**config.mk**
```make
export PLATFORM = sky130hd
export DESIGN_NAME = circuito_exp_4
export DESIGN_NICKNAME = d
export VERILOG_FILES = /design/src/rtl/circuito_exp_4.sv
export SDC_FILE = /design/constraint.sdc
export NUM_CORES = 1
export LEC_CHECK = 0
export CAP_MARGIN = 5
export CORE_MARGIN = 3
export CORE_UTILIZATION = 28
export CTS_BUF_LIST = sky130_fd_sc_hd__clkbuf_8
export DETAILED_ROUTE_END_ITERATION = 7
export GPL_TIMING_DRIVEN = 0
export PLACE_DENSITY = 0.59
export REMOVE_ABC_BUFFERS = 1
export SLEW_MARGIN = 20
export SYNTH_ARGS = -nofsm -noshare
export SYNTH_HDL_FRONTEND = slang
export SYNTH_SLANG_ARGS = --single-unit
```
**constraint.sdc**
```tcl
create_clock -name clock -period 3.1 [get_ports clock]
set_input_delay 0.775 -clock clock [delete_from_list [all_inputs] [get_ports clock]]
set_output_delay 0.775 -clock clock [all_outputs]
set_load 0.005 [all_outputs]
```
**src/rtl/circuito_exp_4.sv**
```systemverilog
// Sequence-checking game: Moore control unit plus datapath (play counter,
// 16x4 sequence ROM, switch register, comparator) with 7-segment debug outputs.
module circuito_exp_4 (
  input  logic       clock,
  input  logic       reset,
  input  logic       iniciar,
  input  logic [3:0] chaves,
  output logic       pronto,
  output logic       acertou,
  output logic       errou,
  output logic       maior,
  output logic       menor,
  output logic       db_igual,
  output logic       db_iniciar,
  output logic       db_zeraC,
  output logic       db_zeraR,
  output logic       db_registraR,
  output logic       db_contaC,
  output logic       db_fimC,
  output logic [6:0] db_contagem,
  output logic [6:0] db_memoria,
  output logic [6:0] db_chaves,
  output logic [6:0] db_estado
);

  typedef enum logic [3:0] {
    INICIAL     = 4'h0,
    PREPARACAO  = 4'h1,
    REGISTRA    = 4'h4,
    COMPARACAO  = 4'h5,
    PROXIMO     = 4'h6,
    FIM_ACERTOU = 4'hA,
    FIM_ERROU   = 4'hE
  } estado_t;

  estado_t    estado_q, estado_d;
  logic       zera_c_q, zera_c_d;
  logic       zera_r_q, zera_r_d;
  logic       registra_r_q, registra_r_d;
  logic       conta_c_q, conta_c_d;
  logic       pronto_q, pronto_d;
  logic       acertou_q, acertou_d;
  logic       errou_q, errou_d;
  logic [3:0] contagem_q;
  logic [3:0] chaves_q;
  logic [3:0] memoria_s;
  logic       igual_s;
  logic       fim_c_s;
  logic [3:0] estado_cod_s;

  function automatic logic [3:0] rom_word(input logic [3:0] addr);
    case (addr)
      4'd0:    rom_word = 4'h1;
      4'd1:    rom_word = 4'h2;
      4'd2:    rom_word = 4'h4;
      4'd3:    rom_word = 4'h8;
      4'd4:    rom_word = 4'h4;
      4'd5:    rom_word = 4'h2;
      4'd6:    rom_word = 4'h1;
      4'd7:    rom_word = 4'h1;
      4'd8:    rom_word = 4'h2;
      4'd9:    rom_word = 4'h2;
      4'd10:   rom_word = 4'h4;
      4'd11:   rom_word = 4'h4;
      4'd12:   rom_word = 4'h8;
      4'd13:   rom_word = 4'h8;
      4'd14:   rom_word = 4'h1;
      4'd15:   rom_word = 4'h4;
      default: rom_word = 4'h0;
    endcase
  endfunction

  // Active-low segments, bit order {g,f,e,d,c,b,a}.
  function automatic logic [6:0] hex7seg(input logic [3:0] v);
    case (v)
      4'h0:    hex7seg = 7'b1000000;
      4'h1:    hex7seg = 7'b1111001;
      4'h2:    hex7seg = 7'b0100100;
      4'h3:    hex7seg = 7'b0110000;
      4'h4:    hex7seg = 7'b0011001;
      4'h5:    hex7seg = 7'b0010010;
      4'h6:    hex7seg = 7'b0000010;
      4'h7:    hex7seg = 7'b1111000;
      4'h8:    hex7seg = 7'b0000000;
      4'h9:    hex7seg = 7'b0010000;
      4'hA:    hex7seg = 7'b0001000;
      4'hB:    hex7seg = 7'b0000011;
      4'hC:    hex7seg = 7'b1000110;
      4'hD:    hex7seg = 7'b0100001;
      4'hE:    hex7seg = 7'b0000110;
      4'hF:    hex7seg = 7'b0001110;
      default: hex7seg = 7'b1111111;
    endcase
  endfunction

  // Next-state logic; strobes are derived from the next state so they register in step with it.
  always_comb begin
    estado_d = INICIAL;
    case (estado_q)
      INICIAL:     estado_d = iniciar ? PREPARACAO : INICIAL;
      PREPARACAO:  estado_d = REGISTRA;
      REGISTRA:    estado_d = COMPARACAO;
      COMPARACAO: begin
        if (!igual_s)     estado_d = FIM_ERROU;
        else if (fim_c_s) estado_d = FIM_ACERTOU;
        else              estado_d = PROXIMO;
      end
      PROXIMO:     estado_d = REGISTRA;
      FIM_ACERTOU: estado_d = iniciar ? PREPARACAO : FIM_ACERTOU;
      FIM_ERROU:   estado_d = iniciar ? PREPARACAO : FIM_ERROU;
      default:     estado_d = INICIAL;
    endcase
    zera_c_d     = (estado_d == PREPARACAO);
    zera_r_d     = (estado_d == PREPARACAO);
    registra_r_d = (estado_d == REGISTRA);
    conta_c_d    = (estado_d == PROXIMO);
    pronto_d     = (estado_d == FIM_ACERTOU) || (estado_d == FIM_ERROU);
    acertou_d    = (estado_d == FIM_ACERTOU);
    errou_d      = (estado_d == FIM_ERROU);
  end

  // Control unit state and registered Moore outputs.
  always_ff @(posedge clock) begin
    if (!reset) begin
      estado_q     <= INICIAL;
      zera_c_q     <= 1'b0;
      zera_r_q     <= 1'b0;
      registra_r_q <= 1'b0;
      conta_c_q    <= 1'b0;
      pronto_q     <= 1'b0;
      acertou_q    <= 1'b0;
      errou_q      <= 1'b0;
    end else begin
      estado_q     <= estado_d;
      zera_c_q     <= zera_c_d;
      zera_r_q     <= zera_r_d;
      registra_r_q <= registra_r_d;
      conta_c_q    <= conta_c_d;
      pronto_q     <= pronto_d;
      acertou_q    <= acertou_d;
      errou_q      <= errou_d;
    end
  end

  // Play counter: clear beats count, wraps naturally at 15.
  always_ff @(posedge clock) begin
    if (!reset)         contagem_q <= 4'd0;
    else if (zera_c_q)  contagem_q <= 4'd0;
    else if (conta_c_q) contagem_q <= contagem_q + 4'd1;
    else                contagem_q <= contagem_q;
  end

  // Switch register.
  always_ff @(posedge clock) begin
    if (!reset)            chaves_q <= 4'd0;
    else if (zera_r_q)     chaves_q <= 4'd0;
    else if (registra_r_q) chaves_q <= chaves;
    else                   chaves_q <= chaves_q;
  end

  // Unused state encodings show F on the display.
  always_comb begin
    estado_cod_s = 4'hF;
    case (estado_q)
      INICIAL, PREPARACAO, REGISTRA, COMPARACAO,
      PROXIMO, FIM_ACERTOU, FIM_ERROU: estado_cod_s = estado_q;
      default:                         estado_cod_s = 4'hF;
    endcase
  end

  assign memoria_s    = rom_word(contagem_q);
  assign igual_s      = (chaves_q == memoria_s);
  assign fim_c_s      = (contagem_q == 4'd15);

  assign pronto       = pronto_q;
  assign acertou      = acertou_q;
  assign errou        = errou_q;
  assign maior        = (chaves_q > memoria_s);
  assign menor        = (chaves_q < memoria_s);
  assign db_igual     = igual_s;
  assign db_iniciar   = iniciar;
  assign db_zeraC     = zera_c_q;
  assign db_zeraR     = zera_r_q;
  assign db_registraR = registra_r_q;
  assign db_contaC    = conta_c_q;
  assign db_fimC      = fim_c_s;
  assign db_contagem  = hex7seg(contagem_q);
  assign db_memoria   = hex7seg(memoria_s);
  assign db_chaves    = hex7seg(chaves_q);
  assign db_estado    = hex7seg(estado_cod_s);

endmodule

```
[Word level (Yosys, flattened, before mapping)]
Memory sizes are Yosys's and may differ from the RTL's. A register that Yosys moved wholly into a read port is not among the register bits.
Cells that the tools add are included.
Word-level totals
  word-level logic and storage cells: 49
  input bits: 7
  output and inout port bits: 40
  bits in writable memories: 0
  bits in registers: 18
  ROM bits: 512
  latch bits: 0
  memories kept: 5
Memory list
  (no name shown): words 16, bits a word 7, rd ports 1, clocked after memory_dff 0, write ports 0, line 75  | case (v)
  (no name shown): words 16, bits a word 7, rd ports 1, clocked after memory_dff 1, write ports 0, line 75
  (no name shown): words 16, bits a word 7, rd ports 1, clocked after memory_dff 0, write ports 0, line 75
  (no name shown): words 16, bits a word 7, rd ports 1, clocked after memory_dff 1, write ports 0, line 75
  (no name shown): words 16, bits a word 4, rd ports 1, clocked after memory_dff 1, write ports 0, line 52  | case (addr)
Cells by class
  reduce and logical (&&, ||, !) cells: 5
  equality and inequality tests: 13
  $add $sub $neg: 1
  divide/modulo/power cells: 0
  shifts and indexed selects: 0
  mux-type cells: 13
  bitwise gates (word level): 1
  $mul: 0
  order comparisons: 2
Operators by type and width (number)
  $mux 4: 11
  $pmux 4 s6: 1
  $eq 4x3->1 const B: 5
  $eq 4x4->1 const B: 5
  $eq 4x1->1 const B: 2
  $reduce_or 7->1: 1
  $add 4x1->4 const B: 1
  $eq 4x4->1: 1
  $gt 4x4->1: 1
  $logic_not 4->1: 1
  $lt 4x4->1: 1
  $reduce_or 2->1: 2
  $logic_or 1x1->1: 1
  $mux 1: 1
  $not 1->1: 1

[Depth between registers and ports, before layout]
Gate-level depths: netlist of the first run.
  depth after elaboration: 6
  depth in mapped cells: 10
  depth with buffers taken out: 9

[Worst setup path after synthesis of the first run]
No wires, ideal clock.
  path type: reg-to-output
  start: register estado_q[3]
  end: output port db_estado[3]
  data required time: 2325 ps
  path buffers: 1
  cell stages (with the launch flop): 7
  slack: 447 ps
  arrival: 1878 ps
  cell sequence: dfxtp_1 > clkbuf_1 > nor3_1 > nor3_1 > inv_1 > ha_1 > mux4_2
Between the ends
  cells in the longest elaborated chain, start to end: 4
  elaborated cells on any way between the ends: 10
  those cells by class: eq/ne (6); mux (1); reduce/logical (2); memory (1)
Ends and longest elaborated chain
  start, declared: line 36  | estado_t estado_q, estado_d;
  start signal, assigned: line 134  | estado_q <= estado_d;
  $eq 4x1->1, or another cell as far along: line 164  | case (estado_q)
  $reduce_or 7->1: line 164
  $mux 4 (*): line 164
  $mem_v2 16x7 (*)
  end, declared: line 23  | output logic [6:0] db_estado
Mark *: on every way between the ends. The rest lies on a longest branch, timed or not.

[Worst setup path in the final report of the first run]
  start: register memoria_s[2] (netlist name)
  end: output port db_igual
Between the ends
  cells in the longest elaborated chain, start to end: 1
Ends and longest elaborated chain
  $eq 4x4->1: line 172  | assign igual_s = (chaves_q == memoria_s);
  end, declared: line 13  | output logic db_igual,
Every way passes these cells.

==> metrics.md, run 1 <==
| Metric | Value |
|---|---|
| Final RePlAce weighted congestion | `0.804` |
| Drt first pass iters | `4` |
| Arr. time, crit path | `2.18 ns` |
| Number of port buffers | `46` |
| Setup CP Type | `reg -> out` |
| Vias | `1,852` |
| Chip width | `96.3 um` |
| Pwr Density | `328 nW/um2` |
| Site Rows | `32` |
| Gr usage total | `0.111` |
| Tmin final | `2.95 ns` |
| Vias in the first global route | `1,793` |
| Multi-input gate area | `1460 um2` |
| Hold Crit Class | `reg -> reg` |
| Initial Util | `0.292` |
| Fmax | `339 MHz` |
| Synth cell types | `55` |
| Most common cell after layout, fill and taps aside | `clkdlybuf4s50_1` |
| Worst ir drop on vdd | `121 uV` |
| CTS tree | `built` |
| Congestion Overflow GR | `0` |
| Syn. warnings | `0` |
| First-pass GRT wire length | `8140 um` |
| Crit-path max FO | `9` |
| Placed cell count | `385` |
| Core ar. | `7810 um2` |
| Diode count | `0` |
| Nets | `331` |
| Final max-slew violation count | `0` |
| DP Area | `2820 um2` |
| Die ar. | `9270 um2` |
| Iter 0 DRT Violations | `59` |
| Post-route cell area | `3030 um2` |
| Slew at the pin closest to its max-slew limit | `0.889 ns` |
| Post-synth EDFFs | `0` |
| Die Ht | `96.3 um` |
| Seq cells post-synth | `36` |
| Per-cell routed wire length | `12.2 um` |
| Final WS setup | `0.147 ns` |
| Worst setup SP type | `flip-flop` |
| Register share of total power | `0.493` |
| Via/cell ratio | `4.65` |
| Combinational group share of total power | `0.175` |
| Sw power | `0.245 mW` |
| Routed Antenna Nets | `0` |
| Post-synthesis sequential area ratio | `0.316` |
| Reg area | `734 um2` |
| Req. time, crit path | `2.32 ns` |
| Slew margin rel. | `0.405` |
| Clock Pin Slew Worst Setup and Hold Paths | `0.07 ns` |
| Total CTS buffers | `5` |
| Root Buffer Master | `clkbuf_8` |
| Post-route DRC | `0` |
| Later-pin clock latency in the skew report | `0.28 ns` |
| Largest net degree at the start of global routing | `13` |
| Leakage power | `1.31 nW` |
| Top FF cell, synth | `dfxtp_1` |
| Asr flop ratio synth | `0` |
| Max_cap viols | `0` |
| Cell count after synthesis | `247` |
| Pwr Total | `0.994 mW` |
| FILL cells | `791` |
| Switching Share | `0.247` |
| CTS max path bufs | `2` |
| Hold slack | `0.526 ns` |
| Cell Count, Final, Fillers Out | `398` |
| Status | `finished clean` |
| Htree depth | `2` |
| Area Growth Syn to Fin | `32.7%` |
| I/O pin count | `47` |
| Period utilization | `0.952` |
| Setup-failing EPs final | `0` |
| Clock power frac | `0.331` |
| Layout cells sized above 1 | `0.145` |
| Setup_tns | `0 ns` |
| DP Worst Slack | `-0.186 ns` |
| Hold Fails Final Rpt | `0` |
| Syn Area/Cell | `9.23 um2` |
| Post-Syn Area | `2280 um2` |
| Utilization after layout | `0.388` |
| Drt total wl | `4870 um` |
| Int Pwr | `0.748 mW` |
| Sink Count | `36` |
| Commonest cells after routing, fill and taps aside | `clkdlybuf4s50_1 (44), dfxtp_1 (31), ha_1 (27)` |
| Setup crit end kind | `output pin` |
| DP HPWL | `3600 um` |
| Antenna violations before repair | `0` |
| Skew final | `0.00603 ns` |
==> power groups by stage <==
stage          logic, mW  registers [mW]  clock network, mW
6_report           0.174           0.490              0.329
5_1_grt            0.192           0.493              0.371
4_1_cts            0.170           0.489              0.346
3_5_place_dp       0.166           0.500                  0
3_3_place_gp       0.166           0.501                  0
2_1_floorplan     0.0865           0.498                  0
==> sequential cells by signal (all words and copies together), names as in the netlist, 4 cells and up <==
name	flops
memoria_s	4
db_contagem	7
db_chaves	7
estado_q	4
chaves_q	4
contagem_q	4
==> worst paths after layout <==
kind                      start              to  slack (ns)  cells after the start
setup reg to reg  contagem_q[0]  db_contagem[3]        0.95                      7
setup / recovery   memoria_s[2]        db_igual        0.15                      5
hold / removal      chaves_q[1]     chaves_q[1]        0.53                      2
hold reg to reg     chaves_q[1]     chaves_q[1]        0.53                      2
==> repair_timing <==
item | CTS | global route
gates resized for setup | 12 | 14
buffers inserted | 2 | 3
hold buffers | 0 | 0
setup endpoints to repair | 7 | 8
pin swaps | 2 | 2
==> routing by layer <==
layer | global-route usage | wire length [um] | vias to the layer above | share of wire
li1 | - | - | 958 | -
met1 | 0.147 | 2390 | 842 | 0.49
met2 | 0.168 | 2140 | 46 | 0.44
met3 | 0.0274 | 250 | 6 | 0.051
met4 | 0.0498 | 82 | 0 | 0.017
met5 | 0 | 0 | - | 0
==> worst max-delay path: stages (launching register included) <==
cell and delay, ns:
dfxtp_1 0.47, inv_1 0.17, ha_1 0.32, nand4_1 0.23
inv_1 0.18, clkdlybuf4s50_1 0.53
==> logic make-up (layout without fill, tap and decap cells) <==
kind of cell,after synthesis,after routing,synth area share
xor gates and xnor gates,5,5,0.0192
AOI/OAI and AO/OA,53,53,0.158
adders and majority gates,29,29,0.159
buffers and inverters,39,88,0.0719
and+or+nand+nor,62,62,0.145
DFF,36,36,0.316
muxes,23,23,0.131
==> cells in the mapped netlist, drive strengths merged, types with 2 or more instances <==
library cell	n	area share
nor3b	3	0.0099
inv	29	0.050
o21a	3	0.0099
and3	3	0.0088
a221o	2	0.0088
nor2b	5	0.014
nand2	13	0.021
buf	6	0.015
nand3	3	0.0066
nor3	6	0.013
xnor2	4	0.015
o22ai	9	0.025
and3b	2	0.0082
nand2b	3	0.012
a22oi	2	0.0066
a31oi	3	0.0082
o32ai	2	0.0077
nor2	16	0.026
dfxtp	36	0.32
mux4	4	0.041
mux2	2	0.0099
a21oi	9	0.021
a2bb2oi	2	0.0077
o21ai	11	0.026
clkbuf	4	0.0066
mux2i	17	0.080
ha	29	0.16
a32oi	2	0.0077
==> area by class of cell <==
class,instances,share of cell area
clock inverters,2,0.00248
clock buffers,6,0.0273
repair buffers,51,0.165
flip-flops and latches,36,0.243
well taps,102,0.0422
multi-input cells,172,0.483
inverters,29,0.0376
Power figures use the tool's default switching activity.
==> run 2, diff against run 1 <==
--- a/config.mk
+++ b/config.mk
@@ -17,3 +17,4 @@
 export SYNTH_ARGS = -nofsm -noshare
 export SYNTH_HDL_FRONTEND = slang
 export SYNTH_SLANG_ARGS = --single-unit
+export TNS_END_PERCENT = 1
==> run 2 against run 1 <==
Net effect:
- combinational power about the same
- global-route usage down 0.069 points
- first-iteration DRC count down 5.1%
- final area about the same
==> metrics.md, run 2 (same netlist as run 1, synthesis figures left out) <==
| Metric | Value |
|---|---|
| Total CTS buffers | `5 (unchanged)` |
| Final RePlAce weighted congestion | `0.804 (unchanged)` |
| R2R depth | `7 (unchanged)` |
| Layout cells sized above 1 | `0.139 (-0.00581)` |
| Nets | `329 (-0.60%)` |
| Cell Count, Final, Fillers Out | `396 (-0.50%)` |
| Setup CP Type | `reg -> out` |
| Vias | `1,832 (-1.1%)` |
| Hold Crit Class | `reg -> reg` |
| Cell at the slowest stage of the critical path | `clkdlybuf4s50_1` |
| Register share of total power | `0.493 (about the same)` |
| CP max stage delay | `0.49 ns (-0.04 ns)` |
| Reg-to-reg endpoint | `db_contagem[3]` |
| Worst Hold End | `chaves_q[1]` |
| Period utilization | `0.959 (+0.00643)` |
| Per-cell routed wire length | `12.2 um (-0.11%)` |
| Final max-slew violation count | `0 (unchanged)` |
| CTS max path bufs | `2 (unchanged)` |
| Worst setup SP type | `flip-flop` |
| Later-pin clock latency in the skew report | `0.28 ns (about the same)` |
| Most common cell after layout, fill and taps aside | `clkdlybuf4s50_1` |
| Gr usage total | `0.110 (-0.000687)` |
| Diode count | `0 (unchanged)` |
| Vias in the first global route | `1,785 (-0.45%)` |
| Area Growth Syn to Fin | `32.8% (about the same)` |
| Congestion Overflow GR | `0 (unchanged)` |
| Tmin final | `2.97 ns (+0.0199 ns)` |
| Req. time, crit path | `2.32 ns (about the same)` |
| CTS tree | `built` |
| Drt total wl | `4840 um (-0.62%)` |
| Antenna violations before repair | `0 (unchanged)` |
| Leakage power | `1.30 nW (-0.67%)` |
| Setup-failing EPs final | `0 (unchanged)` |
| Worst Hold Depth | `2 (unchanged)` |
| Die ar. | `9270 um2 (unchanged)` |
| Crit Reg-Reg Startpoint | `contagem_q[0]` |
| Status | `finished clean` |
| Clock Pin Slew Worst Setup and Hold Paths | `0.07 ns (about the same)` |
| Commonest cells after routing, fill and taps aside | `clkdlybuf4s50_1 (44), dfxtp_1 (30), ha_1 (27)` |
| Combinational group share of total power | `0.176 (about the same)` |
| DP HPWL | `3600 um (unchanged)` |
| Via/cell ratio | `4.63 (-0.58%)` |
| Max_cap viols | `0 (unchanged)` |
| Initial Util | `0.292 (unchanged)` |
| Sink Count | `36 (unchanged)` |
| Htree depth | `2 (unchanged)` |
| Placed cell count | `385 (unchanged)` |
| Site Rows | `32 (unchanged)` |
| Root Buffer Master | `clkbuf_8` |
| First-pass GRT wire length | `8090 um (-0.69%)` |
| Number of port buffers | `46 (unchanged)` |
| Slew at the pin closest to its max-slew limit | `0.889 ns (+0.000000179 ns)` |
| Core ar. | `7810 um2 (unchanged)` |
| Clock power frac | `0.330 (about the same)` |
| RSZ-0062 raised after global routing | `yes` |
| Switching Share | `0.246 (-0.000909)` |
| I/O pin count | `47 (unchanged)` |
| Die Ht | `96.3 um (unchanged)` |
| Cts hold-fix bufs | `0 (unchanged)` |
| Chip width | `96.3 um (unchanged)` |
| Arr. time, crit path | `2.20 ns (+0.02 ns)` |
| Worst ir drop on vdd | `122 uV (+0.22%)` |
| Hold Fails Final Rpt | `0 (unchanged)` |
| Int Pwr | `0.750 mW (+0.27%)` |
| Crit-path max FO | `6 (-3)` |
| Setup crit end kind | `output pin` |
| Reg-to-reg setup timing slack | `0.95 ns (about the same)` |
| Fmax | `336 MHz (-0.67%)` |
| Iter 0 DRT Violations | `56 (-5.1%)` |
| Routed Antenna Nets | `0 (unchanged)` |
| Pwr Density | `328 nW/um2 (about the same)` |
| Utilization after layout | `0.388 (about the same)` |
| Slew margin rel. | `0.405 (unchanged)` |
| FILL cells | `791 (unchanged)` |
| Largest net degree at the start of global routing | `14 (+1)` |
| Cell Chain, Critical Path | `buf_12 > or2_4 > inv_2 > ha_4 > inv_1 > nor3_1 > a21o_1 > clkdlybuf4s50_1` |
| Post-route DRC | `0 (unchanged)` |
| Pwr Total | `0.995 mW (+0.15%)` |
| Critical hold path startpoint | `chaves_q[1]` |
| Drt first pass iters | `4 (unchanged)` |
| Skew final | `0.00600 ns (-0.0000333 ns)` |
| Sw power | `0.245 mW (-0.22%)` |
## run 2: how the worst max path moves through the flow
stage	from	endpoint	slack (ns)	cells past startpoint
6_report	estado_q[1]	db_estado[5]	0.13	8
5_1_grt	estado_q[3]	db_estado[6]	-0.01	9
3_5_place_dp	reset	db_contagem[3]	-0.19	7
2_1_floorplan	estado_q[3]	db_estado[3]	0.57	5
3_3_place_gp	estado_q[3]	db_estado[3]	-0.16	6
4_1_cts	estado_q[1]	db_estado[6]	-0.07	10
## run 2: worst max-delay path: cells and delay by family, from the launching register on
family                     cells  cell delay (ns)
buffers and inverters          4             0.81
and+or+nand+nor                2             0.47
DFF                            1             0.37
adders and majority gates      1             0.17
AOI/OAI and AO/OA              1             0.10
## run 2: per-stage QoR
stage / instance area [um2] / worst slack, ns / hold slack (ns) / setup TNS, ns
floorplan: 2230 / 0.569 / 0.487 / 0
global placement: 2820 / -0.161 / 0.521 / -0.426
detailed placement: 2820 / -0.186 / 0.514 / -0.485
CTS: 2930 / -0.0686 / 0.536 / -0.0686
global route: 3030 / -0.0122 / 0.593 / -0.0122
finish: 3030 / 0.127 / 0.526 / 0
## run 2: final cells by class
type / instances / area (um2) / area share
clock inverters: 2 / 7.51 / 0.00248
flip-flops and latches: 36 / 736 / 0.243
well taps: 102 / 128 / 0.0421
multi-input cells: 172 / 1470 / 0.485
repair buffers: 49 / 493 / 0.163
clock buffers: 6 / 82.6 / 0.0273
inverters: 29 / 114 / 0.0376
## run 2: timing repair
action                     4_1_cts  5_1_grt
setup buffers                    0        3
resized for setup               11       17
pin swaps                        1        3
setup endpoints to repair        7        9
## run 2: metal layers
metal | wire, um | up-vias | track usage
met5 | 0 | - | 0
met4 | 82 | 0 | 0.0498
met3 | 260 | 6 | 0.0274
met2 | 2130 | 44 | 0.164
met1 | 2360 | 827 | 0.148
li1 | - | 955 | -
## run 2: power by group through the flow
stage / Combinational [mW] / Sequential, mW / Clock, mW
finish: 0.176 / 0.491 / 0.329
global placement: 0.166 / 0.501 / 0
CTS: 0.166 / 0.489 / 0.346
detailed placement: 0.166 / 0.500 / 0
global route: 0.194 / 0.493 / 0.371
floorplan: 0.0865 / 0.498 / 0
